$ cat src/rtl/sap_control_sequencer.sv
// ---------------------------------------------------------------------------
// sap_control_sequencer
//   Control sequencer for the 8-bit SAP-style datapath. Steps a one-hot
//   T1..T6 ring counter and decodes (t_state, opcode) into the strobes that
//   the PC, MAR, RAM, IR, A, ALU, B and output registers consume.
//
//   Optional feature macro: SAP_EARLY_RING_RESET_EN
//     defined   : the ring returns to T1 straight after the last state that
//                 carries a strobe for the opcode (LDA 5, OUT/NOP 4 T-states;
//                 ADD/SUB keep 6; HLT still freezes).
//     undefined : fixed 6-state ring for every opcode.
//
// Ports
//   clk, rst_n      : clock, asynchronous active-low reset
//   run             : 1 = advance one T-state per clk
//   step            : single-step request, edge detected, used when run=0
//   opcode [OPC_W]  : opcode from the instruction register
//   t_state [6]     : one-hot ring state, bit0 = T1
//   halted          : set once HLT has executed, cleared only by reset
//   cp, ep          : PC increment / PC to bus (active-high)
//   n_lm, n_ce      : load MAR / RAM to bus (active-low)
//   n_li, n_ei      : load IR / IR operand to bus (active-low)
//   n_la, ea        : load A (active-low) / A to bus (active-high)
//   su, eu          : ALU subtract / ALU to bus (active-high)
//   n_lb, n_lo      : load B / load output register (active-low)
// ---------------------------------------------------------------------------
module sap_control_sequencer #(
    parameter int OPC_W    = 4,
    parameter int T_STATES = 6
) (
    input  logic             clk,
    input  logic             rst_n,
    input  logic             run,
    input  logic             step,
    input  logic [OPC_W-1:0] opcode,
    output logic [5:0]       t_state,
    output logic             halted,
    output logic             cp,
    output logic             ep,
    output logic             n_lm,
    output logic             n_ce,
    output logic             n_li,
    output logic             n_ei,
    output logic             n_la,
    output logic             ea,
    output logic             su,
    output logic             eu,
    output logic             n_lb,
    output logic             n_lo
);

    localparam logic [5:0] T1 = 6'b000001;
    localparam logic [5:0] T2 = 6'b000010;
    localparam logic [5:0] T3 = 6'b000100;
    localparam logic [5:0] T4 = 6'b001000;
    localparam logic [5:0] T5 = 6'b010000;
    localparam logic [5:0] T6 = 6'(1 << (T_STATES - 1));

    localparam logic [OPC_W-1:0] OP_LDA = OPC_W'(0);
    localparam logic [OPC_W-1:0] OP_ADD = OPC_W'(1);
    localparam logic [OPC_W-1:0] OP_SUB = OPC_W'(2);
    localparam logic [OPC_W-1:0] OP_OUT = OPC_W'(14);
    localparam logic [OPC_W-1:0] OP_HLT = OPC_W'(15);

    logic       step_q;
    logic       advance;
    logic [5:0] t_next;
    logic       is_lda, is_alu, is_sub, is_out, is_hlt;

    assign is_lda = (opcode == OP_LDA);
    assign is_sub = (opcode == OP_SUB);
    assign is_alu = (opcode == OP_ADD) || is_sub;
    assign is_out = (opcode == OP_OUT);
    assign is_hlt = (opcode == OP_HLT);

    // Step edge is taken against the registered history, so holding step
    // high yields exactly one advance.
    assign advance = !halted && (run || (step && !step_q));

    always_comb begin
        t_next = {t_state[4:0], t_state[5]};
`ifdef SAP_EARLY_RING_RESET_EN
        // Cut the instruction short after its last strobe state.
        // Everything that is not LDA/ADD/SUB/HLT ends at T4 (OUT, NOP).
        if ((t_state == T5 && is_lda) ||
            (t_state == T4 && !is_lda && !is_alu && !is_hlt))
            t_next = T1;
`endif
    end

    always_ff @(posedge clk or negedge rst_n) begin
        if (!rst_n) begin
            t_state <= T1;
            halted  <= 1'b0;
            step_q  <= 1'b0;
        end else begin
            step_q <= step;
            if (advance) begin
                t_state <= t_next;
                // HLT leaves T4 into T5 and the ring stays there.
                if (t_state == T4 && is_hlt)
                    halted <= 1'b1;
            end
        end
    end

    // Moore decode of registered state; halted forces everything inactive.
    always_comb begin
        cp   = 1'b0;
        ep   = 1'b0;
        n_lm = 1'b1;
        n_ce = 1'b1;
        n_li = 1'b1;
        n_ei = 1'b1;
        n_la = 1'b1;
        ea   = 1'b0;
        su   = 1'b0;
        eu   = 1'b0;
        n_lb = 1'b1;
        n_lo = 1'b1;
        if (!halted) begin
            case (t_state)
                T1: begin
                    ep   = 1'b1;
                    n_lm = 1'b0;
                end
                T2: cp = 1'b1;
                T3: begin
                    n_ce = 1'b0;
                    n_li = 1'b0;
                end
                T4: begin
                    if (is_lda || is_alu) begin
                        n_ei = 1'b0;
                        n_lm = 1'b0;
                    end else if (is_out) begin
                        ea   = 1'b1;
                        n_lo = 1'b0;
                    end
                end
                T5: begin
                    if (is_lda) begin
                        n_ce = 1'b0;
                        n_la = 1'b0;
                    end else if (is_alu) begin
                        n_ce = 1'b0;
                        n_lb = 1'b0;
                    end
                end
                T6: begin
                    if (is_alu) begin
                        eu   = 1'b1;
                        n_la = 1'b0;
                        su   = is_sub;
                    end
                end
                default: ;
            endcase
        end
    end

endmodule

$ cat config.mk
export PLATFORM = sky130hd
export DESIGN_NAME = sap_control_sequencer
export DESIGN_NICKNAME = d
export VERILOG_FILES = /design/src/rtl/sap_control_sequencer.sv
export SDC_FILE = /design/constraint.sdc
export NUM_CORES = 1
export LEC_CHECK = 0
export ABC_AREA = 1
export CAP_MARGIN = 20
export CORE_MARGIN = 5
export CORE_UTILIZATION = 44
export CTS_BUF_LIST = sky130_fd_sc_hd__clkbuf_8
export DETAILED_ROUTE_END_ITERATION = 10
export PLACE_DENSITY = 0.83
export SYNTH_ARGS = -nofsm -noshare
export SYNTH_HDL_FRONTEND = slang
export SYNTH_SLANG_ARGS = --single-unit
$ cat constraint.sdc
create_clock -name clk -period 2.3 [get_ports clk]
set_input_delay 0.23 -clock clk [delete_from_list [all_inputs] [get_ports clk]]
set_output_delay 0.23 -clock clk [all_outputs]
set_load 0.1 [all_outputs]
==> flow_metrics.tcl <==
set metrics [dict create \
    layout-drive-gt1-share_pct 39.5 \
    final_core_util_pct 82.1 \
    viasPerCell 5.09 \
    preCtsSetupSlack_ns 0.445 \
    grt_pass1_vias 598 \
    synthToLayoutAreaGrowth_pct 80.7 \
    reg2reg_setup_slack_ns 1.22 \
    rsz0062_at_grt "no" \
    die_x_um 46.2 \
    cts.path.max_buffers 2 \
    dpl-instance-area_um2 997 \
    remaining_drc_errors 0 \
    drtPass1Iterations 4 \
    power.share.clock_pct 45.9 \
    grt_start_max_net_pins 9 \
    yosysUniqueCellTypes 20 \
    syn_nets 92 \
    post_cts_buffers 0 \
    avgRoutedWirePerCell_um 12.9 \
    cts_tree "yes" \
    die_area_um2 2130 \
    die_h_um 46.2 \
    ys_seq_elements 8 \
    path_delay_family "simple AND/OR/NAND/NOR gates" \
    grt_most_used_layer "met2" \
    clk_latency_ns 0.23 \
    placementRows 13 \
    use_met1_pct 22.0 \
    nets 123 \
    cts.htree.levels 1 \
    place_congestion 0.816 \
    seq_power_share_pct 38.4 \
    antenna_cells 0 \
    ys_seq_area_share_pct 34.9 \
    path_class "input pin to output port" \
    slew_violations 0 \
    syn_inst 84 \
    setup_violations 0 \
    crit_path_top_delay_cell "clkdlybuf4s50_1" \
    initial_core_util_pct 45.5 \
    final.setup.tns_ns 0 \
    root_buffer "clkbuf_8" \
    antenna_found_initial 0 \
    cpPeakStageDelay_ns 0.49 \
    tightest_slew_ns 0.363 \
    comb_power_share_pct 15.7 \
    end_kind "output port" \
    dp_hpwl_mm 1.37 \
    status "completed" \
    timing.rr.start "t_state[1]" \
    max_cap_viol_count 0 \
    switching_share_pct 26.9 \
    vias 656 \
    synth_area_um2 577 \
    met3_usage_pct 6.64 \
    cp-start-kind "input pin" \
    drt_iter0_markers 20 \
    fin_crit_sh_pct 82.1 \
    grt_pass1_wl_mm 2.63 \
    p_int_w 0.000280 \
    yosysWarningCount 0 \
    worst_hold_path_type "input pin to async pin" \
    required_ns 2.07 \
    avgSynthCellArea_um2 6.87 \
    fmax_mhz 530 \
    core_area_um2 1270 \
    cp-startpoint "opcode[3]" \
    ant_nets 0 \
    cts_resized 0 \
    max-vdd-ir-drop_mv 0.322 \
    clkSinkCount 8 \
    setup_ws_ns 0.413 \
    cp.arrival_ns 1.66 \
    worstPathCellList "clkdlybuf4s50_1, nor2_1, nand2_1, nor2_1, nand2_1, buf_12" \
    use_met2_pct 28.3 \
    ios 27 \
    ctsHoldBuffers 0 \
    critPathMaxFanout 4 \
    skew_ns 0.00429 \
    post-route-min-period_ns 1.89 \
    hold_violations 0 \
    drt-total-wl_mm 1.66 \
    p_per_area_nw_per_um2 368 \
    clkTransAtPathRegs_ns 0.04 \
    p_leak_nw 0.471 \
    p_total_w 0.000383 \
    cp_num_buf_inv 2 \
    track_usage_pct 18.0 \
    portBuffers 26 \
    slew_headroom_pct 75.7 \
    cts_buffers 3 \
    p_switching_w 0.000103 \
    fin_area_um2 1040 \
    gr-total-overflow 0 \
]
[sequential cells by signal (all words and copies together) (netlist names)]
register and flops:
halted 1, t_state 6, step_q 1
[final timing paths]
kind | endpoint | cells after the start
max reg2reg | halted | 5
min | t_state[3] | 1
min in group clk | step_q | 1
max | n_ei | 6
min reg2reg | t_state[0] | 2
max in group asynchronous | t_state[0] | 1
[through the flow]
stage | cells | hold WS (ns)
final | 129 | 0.275
after global routing | 129 | 0.306
after CTS | 129 | 0.281
after detailed placement | 125 | 0.527
after global placement | 125 | 0.512
after floorplan | 84 | -0.0656
[layout make-up]
class / instances / area, µm²
clock buffer: 3 / 41.3
clock inverter: 1 / 3.75
fill: 89 / 226
inverter: 11 / 46.3
multi-input combinational: 65 / 373
sequential: 8 / 209
tap: 15 / 18.8
timing repair buffer: 26 / 350
[cells by family after synthesis]
family                 after synthesis  share of synthesized area [%]
AND/OR/NAND/NOR                     57                           47.9
buffers and inverters               11                           7.59
flip-flops                           8                           34.9
AO/OA/AOI/OAI                        8                           9.54
[power by group through the flow]
stage,clock network (W),logic (W),registers (W)
6_report,0.000176,0.0000601,0.000147
5_1_grt,0.000191,0.0000650,0.000147
4_1_cts,0.000181,0.0000604,0.000147
3_5_place_dp,0,0.0000602,0.000149
3_3_place_gp,0,0.0000578,0.000149
2_1_floorplan,0,0.0000213,0.000162
[worst reg2reg max path, cell delays in order (launching register included)]
cell     delay (ns)
dfrtp_2        0.43
nor2_4         0.17
nand2_2        0.09
nor2_4         0.17
nand3_1        0.10
nand2_1        0.06
[cell usage after synthesis]
cell type / instances / area share, %
inv_1: 8 / 5.2
nor3_1: 1 / 0.87
nor2_4: 4 / 7.8
nand4_2: 1 / 2.2
and3_1: 1 / 1.1
inv_4: 1 / 1.1
nor4_1: 1 / 1.1
o21ai_1: 1 / 0.87
dfrtp_1: 7 / 30
nand4_1: 1 / 1.1
nand3_2: 1 / 1.7
nor2_1: 16 / 10
nand3_1: 3 / 2.6
o21ai_0: 5 / 4.3
dfstp_2: 1 / 4.6
o21ai_4: 1 / 2.8
nand2_1: 26 / 17
nand2_2: 2 / 2.2
inv_2: 2 / 1.3
a21oi_2: 1 / 1.5
[placed cells by master, fill, tap and decap left out, types with 2 or more instances in the layout]
cell	synthesis	layout
dfrtp_2	0	6
inv_4	1	2
nor2_1	16	14
nor2_4	4	5
nand2_2	2	2
buf_12	0	11
clkdlybuf4s50_1	0	7
nand3_1	3	3
buf_4	0	8
nand2_1	26	26
inv_1	8	9
o21ai_0	5	5
clkbuf_8	0	3
[metal layers]
| layer | up-vias | routed length, µm |
|---|---|---|
| met5 | - | 0 |
| met3 | 4 | 130 |
| met1 | 296 | 710 |
| met2 | 31 | 789 |
| met4 | 0 | 34 |
| li1 | 325 | - |
No activity file was read; power rests on OpenSTA's default activity.
